--- config.mk ---
export PLATFORM = sky130hd
export DESIGN_NAME = rle_enc_p
export DESIGN_NICKNAME = d
export VERILOG_FILES = /design/src/rtl/rle_pkg.sv /design/src/rtl/rle_packer.sv /design/src/rtl/rle_enc_p.sv
export SDC_FILE = /design/constraint.sdc
export NUM_CORES = 1
export LEC_CHECK = 0
export CORE_ASPECT_RATIO = 1.75
export CORE_MARGIN = 2
export CORE_UTILIZATION = 52
export CTS_BUF_LIST = sky130_fd_sc_hd__clkbuf_4
export DETAILED_ROUTE_END_ITERATION = 10
export GPL_TIMING_DRIVEN = 0
export PLACE_DENSITY_LB_ADDON = 0.05
export SLEW_MARGIN = 10
export SYNTH_ARGS = -nofsm -noshare
export SYNTH_HDL_FRONTEND = slang
export SYNTH_SLANG_ARGS = --single-unit
--- constraint.sdc ---
create_clock -name clk -period 2.7 [get_ports clk]
set_input_delay 0.81 -clock clk [delete_from_list [all_inputs] [get_ports clk]]
set_output_delay 0.81 -clock clk [all_outputs]
set_load 0.005 [all_outputs]
--- src/rtl/rle_pkg.sv ---
// Shared types for the run-length encoder: FSM state encoding and lane-geometry helpers
// used by the scan FSM and the pair packer.
package rle_pkg;

  typedef enum logic [2:0] {IDLE, RD_REQ, RD_WAIT, SCAN, WR, FLUSH, FIN} state_t;

  function automatic int sym_per_word(input int data_w, input int sym_w);
    return data_w / sym_w;
  endfunction

  function automatic int pairs_per_word(input int data_w, input int sym_w);
    return data_w / (2 * sym_w);
  endfunction

  function automatic int bytes_per_pair(input int sym_w);
    return (2 * sym_w) / 8;
  endfunction

endpackage

--- src/rtl/rle_packer.sv ---
// Accumulates {symbol,count} pairs into an output word, lane 0 first, and reports when the
// next push completes the word; a completing push hands the word out and self-clears.
module rle_packer
  import rle_pkg::*;
#(
  parameter int DATA_W = 32,
  parameter int SYM_W  = 8
) (
  input  logic              clk,
  input  logic              nreset,
  input  logic              clear,
  input  logic              push,
  input  logic [SYM_W-1:0]  sym,
  input  logic [SYM_W-1:0]  cnt,
  output logic [DATA_W-1:0] word_next,
  output logic              last_lane
);

  localparam int PPW   = pairs_per_word(DATA_W, SYM_W);
  localparam int IDX_W = (PPW > 1) ? $clog2(PPW) : 1;

  logic [DATA_W-1:0] pack;
  logic [IDX_W-1:0]  idx;

  // word_next is the pack register with the incoming pair merged in; unused lanes stay zero
  always_comb begin
    word_next = pack;
    for (int j = 0; j < PPW; j++)
      if (idx == IDX_W'(j)) word_next[j*2*SYM_W +: 2*SYM_W] = {cnt, sym};
  end

  assign last_lane = (idx == IDX_W'(PPW - 1));

  always_ff @(posedge clk or negedge nreset) begin
    if (!nreset) begin
      pack <= '0;
      idx  <= '0;
    end else if (clear) begin
      pack <= '0;
      idx  <= '0;
    end else if (push) begin
      if (last_lane) begin
        pack <= '0;
        idx  <= '0;
      end else begin
        pack <= word_next;
        idx  <= idx + IDX_W'(1);
      end
    end
  end

endmodule

--- src/rtl/rle_enc_p.sv ---
// Run-length encoder: reads a frame from SRAM port A and writes packed {symbol,count} pairs
// back through the same port. Optional abort input is enabled by defining RLE_ABORT_EN.
module rle_enc_p
  import rle_pkg::*;
#(
  parameter int DATA_W = 32,
  parameter int SYM_W  = 8,
  parameter int ADDR_W = 16,
  parameter int RD_LAT = 1
) (
  input  logic              clk,
  input  logic              nreset,
  input  logic              start,
  input  logic [ADDR_W-1:0] message_addr,
  input  logic [31:0]       message_size,
  input  logic [ADDR_W-1:0] rle_addr,
`ifdef RLE_ABORT_EN
  input  logic              abort,
`endif
  output logic [31:0]       rle_size,
  output logic              done,
  output logic              busy,
  output logic              port_A_clk,
  output logic [ADDR_W-1:0] port_A_addr,
  output logic              port_A_we,
  output logic [DATA_W-1:0] port_A_data_in,
  input  logic [DATA_W-1:0] port_A_data_out
);

  localparam int SPW       = sym_per_word(DATA_W, SYM_W);
  localparam int BPP       = bytes_per_pair(SYM_W);
  localparam int BPW       = DATA_W / 8;
  localparam int SYM_BYTES = SYM_W / 8;
  localparam int LANE_W    = (SPW > 1) ? $clog2(SPW) : 1;
  localparam logic [SYM_W-1:0] MAX_RUN = '1;

  state_t            state, resume;
  logic [ADDR_W-1:0] rd_addr, base_addr, wr_idx;
  logic [31:0]       sym_left, nsym;
  logic [LANE_W-1:0] lane;
  logic [DATA_W-1:0] word;
  logic [SYM_W-1:0]  run_sym, run_cnt, sym;
  logic [1:0]        wait_cnt;
  logic              first_sym, extend, word_end, push, pack_clear, last_lane, abort_hit;
  logic [DATA_W-1:0] pack_word;

  assign port_A_clk = clk;

  always_comb begin
    sym = '0;
    for (int k = 0; k < SPW; k++)
      if (lane == LANE_W'(k)) sym = word[k*SYM_W +: SYM_W];
  end

  assign nsym       = message_size / 32'(SYM_BYTES);
  assign first_sym  = (run_cnt == '0);
  assign extend     = (sym == run_sym) && (run_cnt != MAX_RUN);
  assign word_end   = (lane == LANE_W'(SPW - 1)) || (sym_left == 32'd1);
  assign push       = !abort_hit && ((state == SCAN && !first_sym && !extend) || state == FLUSH);
  assign pack_clear = (state == IDLE) && start;

`ifdef RLE_ABORT_EN
  assign abort_hit = abort && (state != IDLE);
`else
  assign abort_hit = 1'b0;
`endif

  rle_packer #(.DATA_W(DATA_W), .SYM_W(SYM_W)) u_packer (
    .clk       (clk),
    .nreset    (nreset),
    .clear     (pack_clear),
    .push      (push),
    .sym       (run_sym),
    .cnt       (run_cnt),
    .word_next (pack_word),
    .last_lane (last_lane)
  );

  // The SRAM address is loaded on the edge entering RD_REQ so RD_WAIT covers exactly RD_LAT cycles
  always_ff @(posedge clk or negedge nreset) begin
    if (!nreset) begin
      state          <= IDLE;
      resume         <= IDLE;
      rle_size       <= '0;
      done           <= 1'b0;
      busy           <= 1'b0;
      port_A_we      <= 1'b0;
      port_A_addr    <= '0;
      port_A_data_in <= '0;
      rd_addr        <= '0;
      base_addr      <= '0;
      wr_idx         <= '0;
      sym_left       <= '0;
      lane           <= '0;
      word           <= '0;
      run_sym        <= '0;
      run_cnt        <= '0;
      wait_cnt       <= '0;
    end else begin
      done <= 1'b0;
      if (abort_hit) begin
        state     <= IDLE;
        port_A_we <= 1'b0;
        done      <= 1'b1;
        busy      <= 1'b0;
        rle_size  <= 32'(wr_idx) * 32'(BPW);
      end else begin
        case (state)
          IDLE: if (start) begin
            base_addr <= rle_addr;
            wr_idx    <= '0;
            run_cnt   <= '0;
            rle_size  <= '0;
            busy      <= 1'b1;
            sym_left  <= nsym;
            if (nsym == '0) begin
              state <= FIN;
              done  <= 1'b1;
            end else begin
              state       <= RD_REQ;
              port_A_addr <= message_addr;
              rd_addr     <= message_addr + ADDR_W'(1);
            end
          end
          RD_REQ: begin
            wait_cnt <= 2'(RD_LAT - 1);
            state    <= RD_WAIT;
          end
          RD_WAIT: begin
            if (wait_cnt == '0) begin
              word  <= port_A_data_out;
              lane  <= '0;
              state <= SCAN;
            end else begin
              wait_cnt <= wait_cnt - 2'd1;
            end
          end
          SCAN: begin
            sym_left <= sym_left - 32'd1;
            lane     <= lane + LANE_W'(1);
            if (first_sym || !extend) begin
              run_sym <= sym;
              run_cnt <= SYM_W'(1);
            end else begin
              run_cnt <= run_cnt + SYM_W'(1);
            end
            if (push) rle_size <= rle_size + 32'(BPP);
            if (push && last_lane) begin
              state          <= WR;
              port_A_we      <= 1'b1;
              port_A_data_in <= pack_word;
              port_A_addr    <= base_addr + wr_idx;
              resume         <= !word_end ? SCAN : (sym_left == 32'd1) ? FLUSH : RD_REQ;
            end else if (word_end) begin
              if (sym_left == 32'd1) begin
                state <= FLUSH;
              end else begin
                state       <= RD_REQ;
                port_A_addr <= rd_addr;
                rd_addr     <= rd_addr + ADDR_W'(1);
              end
            end
          end
          WR: begin
            port_A_we <= 1'b0;
            wr_idx    <= wr_idx + ADDR_W'(1);
            state     <= resume;
            if (resume == RD_REQ) begin
              port_A_addr <= rd_addr;
              rd_addr     <= rd_addr + ADDR_W'(1);
            end
            if (resume == FIN) done <= 1'b1;
          end
          // The pending run always yields one more pair, so the last word is always written
          FLUSH: begin
            rle_size       <= rle_size + 32'(BPP);
            port_A_we      <= 1'b1;
            port_A_data_in <= pack_word;
            port_A_addr    <= base_addr + wr_idx;
            resume         <= FIN;
            state          <= WR;
          end
          FIN: begin
            busy      <= 1'b0;
            port_A_we <= 1'b0;
            state     <= IDLE;
          end
          default: state <= IDLE;
        endcase
      end
    end
  end

endmodule
==> metrics.md, run 1 <==
| Metric | Value |
|---|---|
| Number of top-level pins | `183` |
| Yosys top cell area share | `a little under half` |
| Die height | `about 220 um` |
| Critical-path top delay cell | `dfrtp_2` |
| Ys Warns | `0` |
| Die area | `between 20,000 and 30,000 um^2` |
| Register bit total from synthesis | `around 250` |
| Drt wl/cell | `~22 um` |
| Number of synthesized flops with an enable pin | `0` |
| PwrDens | `roughly 1200 nW/um^2` |
| CP Data Required Time | `3450 ps` |
| Max Freq | `just over 0.3 GHz` |
| Starting Density | `a little over half` |
| Non-Filler Instances | `between 2,000 and 2,500` |
| Worst vdd ir | `between 800 and 900 uV` |
| Worst setup path endpoint | `port_A_addr[0]` |
| DRC viols | `0` |
| Post-synth ARST share | `100%` |
| Synth-to-layout area growth | `40.8%` |
| Critical-path cell list | `ha_4, or2b_4, o22ai_4, nor3_2, a311oi_2, nand4_4, o21ai_4, a21boi_4, o31a_1, buf_6, buf_12, mux2_4` |
| Fin. Hold Viols | `0` |
| Post-synth top flop | `dfrtp_1` |
| Netlist Area Pre-Place | `roughly 14,000 um^2` |
| Syn nets | `1,610` |
| Leading area contributor after synthesis | `dfrtp_1` |
| Clock skew | `about 45 ps` |
| Num rows | `slightly below 80` |
| Clock transition at path regs | `approximately 70 ps` |
| Core region area | `roughly 26,000 um^2` |
| GRT overflow | `0` |
| Routability cong. | `roughly 0.95` |
| Crit-path max FO | `7` |
| Die width | `between 100 and 150 um` |
| Slew Viols, Final | `0` |
| Vias | `13,500` |
| Share of post-route cells with drive strength above 1 | `roughly 29%` |
| Antenna viol nets, final | `0` |
| Cells after Synth | `around 1,500` |
| Setup CP Type | `reg2reg` |
| Initial antenna violation count | `1` |
| CP startpoint kind | `flip-flop` |
| Largest net degree at the start of global routing | `about 110` |
| Seq/Total Area, Yosys | `a little under half` |
| Crit path depth | `12` |
| Max-cap violations | `0` |
| Hold Crit Class | `in2async` |
| Worst setup path startpoint | `lane[1]` |
| Outcome | `finished with violations` |
| Violated checks | `negative setup slack` |
| Yosys cell types | `89` |
| Layout Nets | `around 2,000` |
| WP buf/inv | `2` |
| Tcrit/Tclk final | `120%` |
| Hpwl dp | `31.7 mm` |
| Vias per cell | `6.14` |
| Port bufs | `about 180` |
| Reg-to-Reg Start | `lane[1]` |
| Placed cell count | `between 1,500 and 2,000` |
| Top post-synthesis cells by area | `dfrtp_1, nand2_1, a21oi_1, o21ai_0, mux2_2` |
| Worst-Margin Slew | `970 ps` |
| GRT Util Overall | `roughly 33%` |
| Worst slew margin | `34.7%` |
| Fin crit period | `between 3000 and 4000 ps` |
| R2R depth | `12` |
| Vias in the first global route | `~13,000` |
| RSZ-0062 raised after global routing | `yes` |
| CP max stage delay | `470 ps` |
| DR pass1 iterations | `6` |
| Final setup fails | `roughly 150` |
| CTS tree | `done` |
| FF-to-FF setup slack | `-530 ps` |
| DR iter-0 viols | `between 900 and 1,000` |
| Top delay family on crit path | `compound AO/OA/AOI/OAI gates` |
| RR Endpoint | `port_A_addr[0]` |
| Worst Setup End Kind | `flip-flop` |
| Avg Inst Size Synth | `approximately 9 um^2` |
| Final WS setup | `-534 ps` |
| Util after Layout | `between 70% and 80%` |
| Leakage | `~8.2 nW` |
| First-pass GRT wire length | `72.3 mm` |
| Clk Latency, worst-skew pair | `around 900 ps` |
| Worst Path Arrival | `3990 ps` |
| Routed WL | `between 40 and 50 mm` |
## worst min path at each step
stage                            startpoint                end
after floorplan               base_addr[10]      base_addr[10]
after global placement    u_packer.pack[25]  u_packer.pack[25]
after detailed placement       base_addr[9]       base_addr[9]
after CTS                            nreset        sym_left[6]
after global routing                 nreset        rd_addr[10]
final                                nreset        rd_addr[13]
## sequential cells by signal, summed over array words and instances, names as in the netlist, 16 cells and up
| name | cells |
|---|---|
| port_A_data_in | 32 |
| sym_left | 32 |
| u_packer.pack | 32 |
| word | 32 |
| rle_size | 31 |
| base_addr | 16 |
| port_A_addr | 16 |
| rd_addr | 16 |
| wr_idx | 16 |
## synthesized netlist by cell type (7+ instances only)
| library cell | number |
|---|---|
| dfrtp_1 | 253 |
| or3_1 | 15 |
| o22ai_1 | 16 |
| and3_1 | 22 |
| ha_1 | 27 |
| nand2_1 | 178 |
| a22o_1 | 15 |
| a311oi_1 | 7 |
| clkbuf_1 | 50 |
| a31oi_1 | 19 |
| mux2_2 | 48 |
| o31ai_1 | 15 |
| mux2i_1 | 44 |
| nor4_1 | 16 |
| nand3b_1 | 7 |
| and2_1 | 18 |
| a221o_1 | 11 |
| nand4_1 | 14 |
| nor2b_1 | 12 |
| xnor2_1 | 19 |
| nand2b_1 | 10 |
| inv_1 | 34 |
| nor2_1 | 143 |
| or4_1 | 7 |
| a21oi_1 | 117 |
| o21ai_0 | 116 |
| nand3_1 | 49 |
| or2_2 | 13 |
| nor3_1 | 29 |
| a211oi_1 | 13 |
| buf_2 | 17 |
## kinds of logic (layout without fill, tap and decap cells)
kind of cell | Yosys count | in the layout | synth area share (%)
buffers and inverters | 116 | 508 | 3.60
DFF | 253 | 253 | 46.0
adders and majority gates | 28 | 28 | 2.60
and+or+nand+nor | 560 | 560 | 19.9
other | 1 | 3 | 0.0273
AOI/OAI and AO/OA | 404 | 404 | 18.7
xor gates and xnor gates | 25 | 25 | 1.59
muxes | 96 | 96 | 7.57
## layer usage
metal | wire length (um) | part of all wire, % | track usage [%]
met5 | 0 | 0 | 0
met4 | 3460 | 7.2 | 21.7
met3 | 2480 | 5.2 | 5.19
met2 | 25100 | 53 | 60.2
met1 | 16800 | 35 | 35.6
## cell usage in the layout, fill, tap and decap left out, types with 23 or more instances in the layout
| master | instances |
|---|---|
| nand2_1 | 168 |
| buf_4 | 53 |
| inv_1 | 32 |
| dfrtp_1 | 233 |
| a21oi_2 | 39 |
| buf_6 | 37 |
| o21ai_0 | 78 |
| clkbuf_4 | 95 |
| o21ai_1 | 23 |
| nor2_1 | 116 |
| clkdlybuf4s50_1 | 175 |
| a21oi_1 | 73 |
| nand3_1 | 45 |
| mux2i_1 | 44 |
| mux2_2 | 46 |
## per-stage QoR
stage / TNS (ps) / hold WS (ps) / power [W] / instance area (um^2) / setup WS [ps]
floorplan: -1460 / 452 / 0.0126 / 13900 / -192
global placement: -2761740 / 468 / 0.0160 / 16100 / -10350
detailed placement: -158060 / 469 / 0.0162 / 16100 / -1340
CTS: -39200 / 424 / 0.0222 / 18400 / -453
global route: -72370 / 444 / 0.0249 / 19400 / -634
finish: -57770 / 427 / 0.0237 / 19400 / -534
## layout make-up
type                    count  area, um^2
plain buffers              77         594
clock buffers              94         703
diodes                      2        5.00
well taps                 320         400
fillers                  1930        6590
repair buffers            279        2960
inverters                  37         150
multi-input cells        1114        8080
clock inverters            21         120
flip-flops and latches    253        6360
## repair_timing
item / CTS / global route
setup buffers: 54 / 38
resized for setup: 240 / 205
pin swaps: 37 / 72
endpoints found under the hold margin: 46 / 0
endpoints found under the setup margin: 254 / 227
hold buffers: 1 / 0
gates cloned: 8 / 5
## report_power, final
| group | total, W | switching [W] | leakage [nW] | internal [W] |
|---|---|---|---|---|
| registers | 0.00665 | 0.00148 | 3.12 | 0.00517 |
| logic | 0.0136 | 0.00705 | 4.61 | 0.00656 |
| clock network | 0.00339 | 0.00169 | 0.495 | 0.00170 |
Note: power is estimated with default switching activity, not from simulation.
==> run 2: changes to the inputs <==
Settings changed: CTS_CLUSTER_DIAMETER from default to 40.
==> results of run 2 <==
The final DEF is identical to that of run 1; final timing and power are the same.
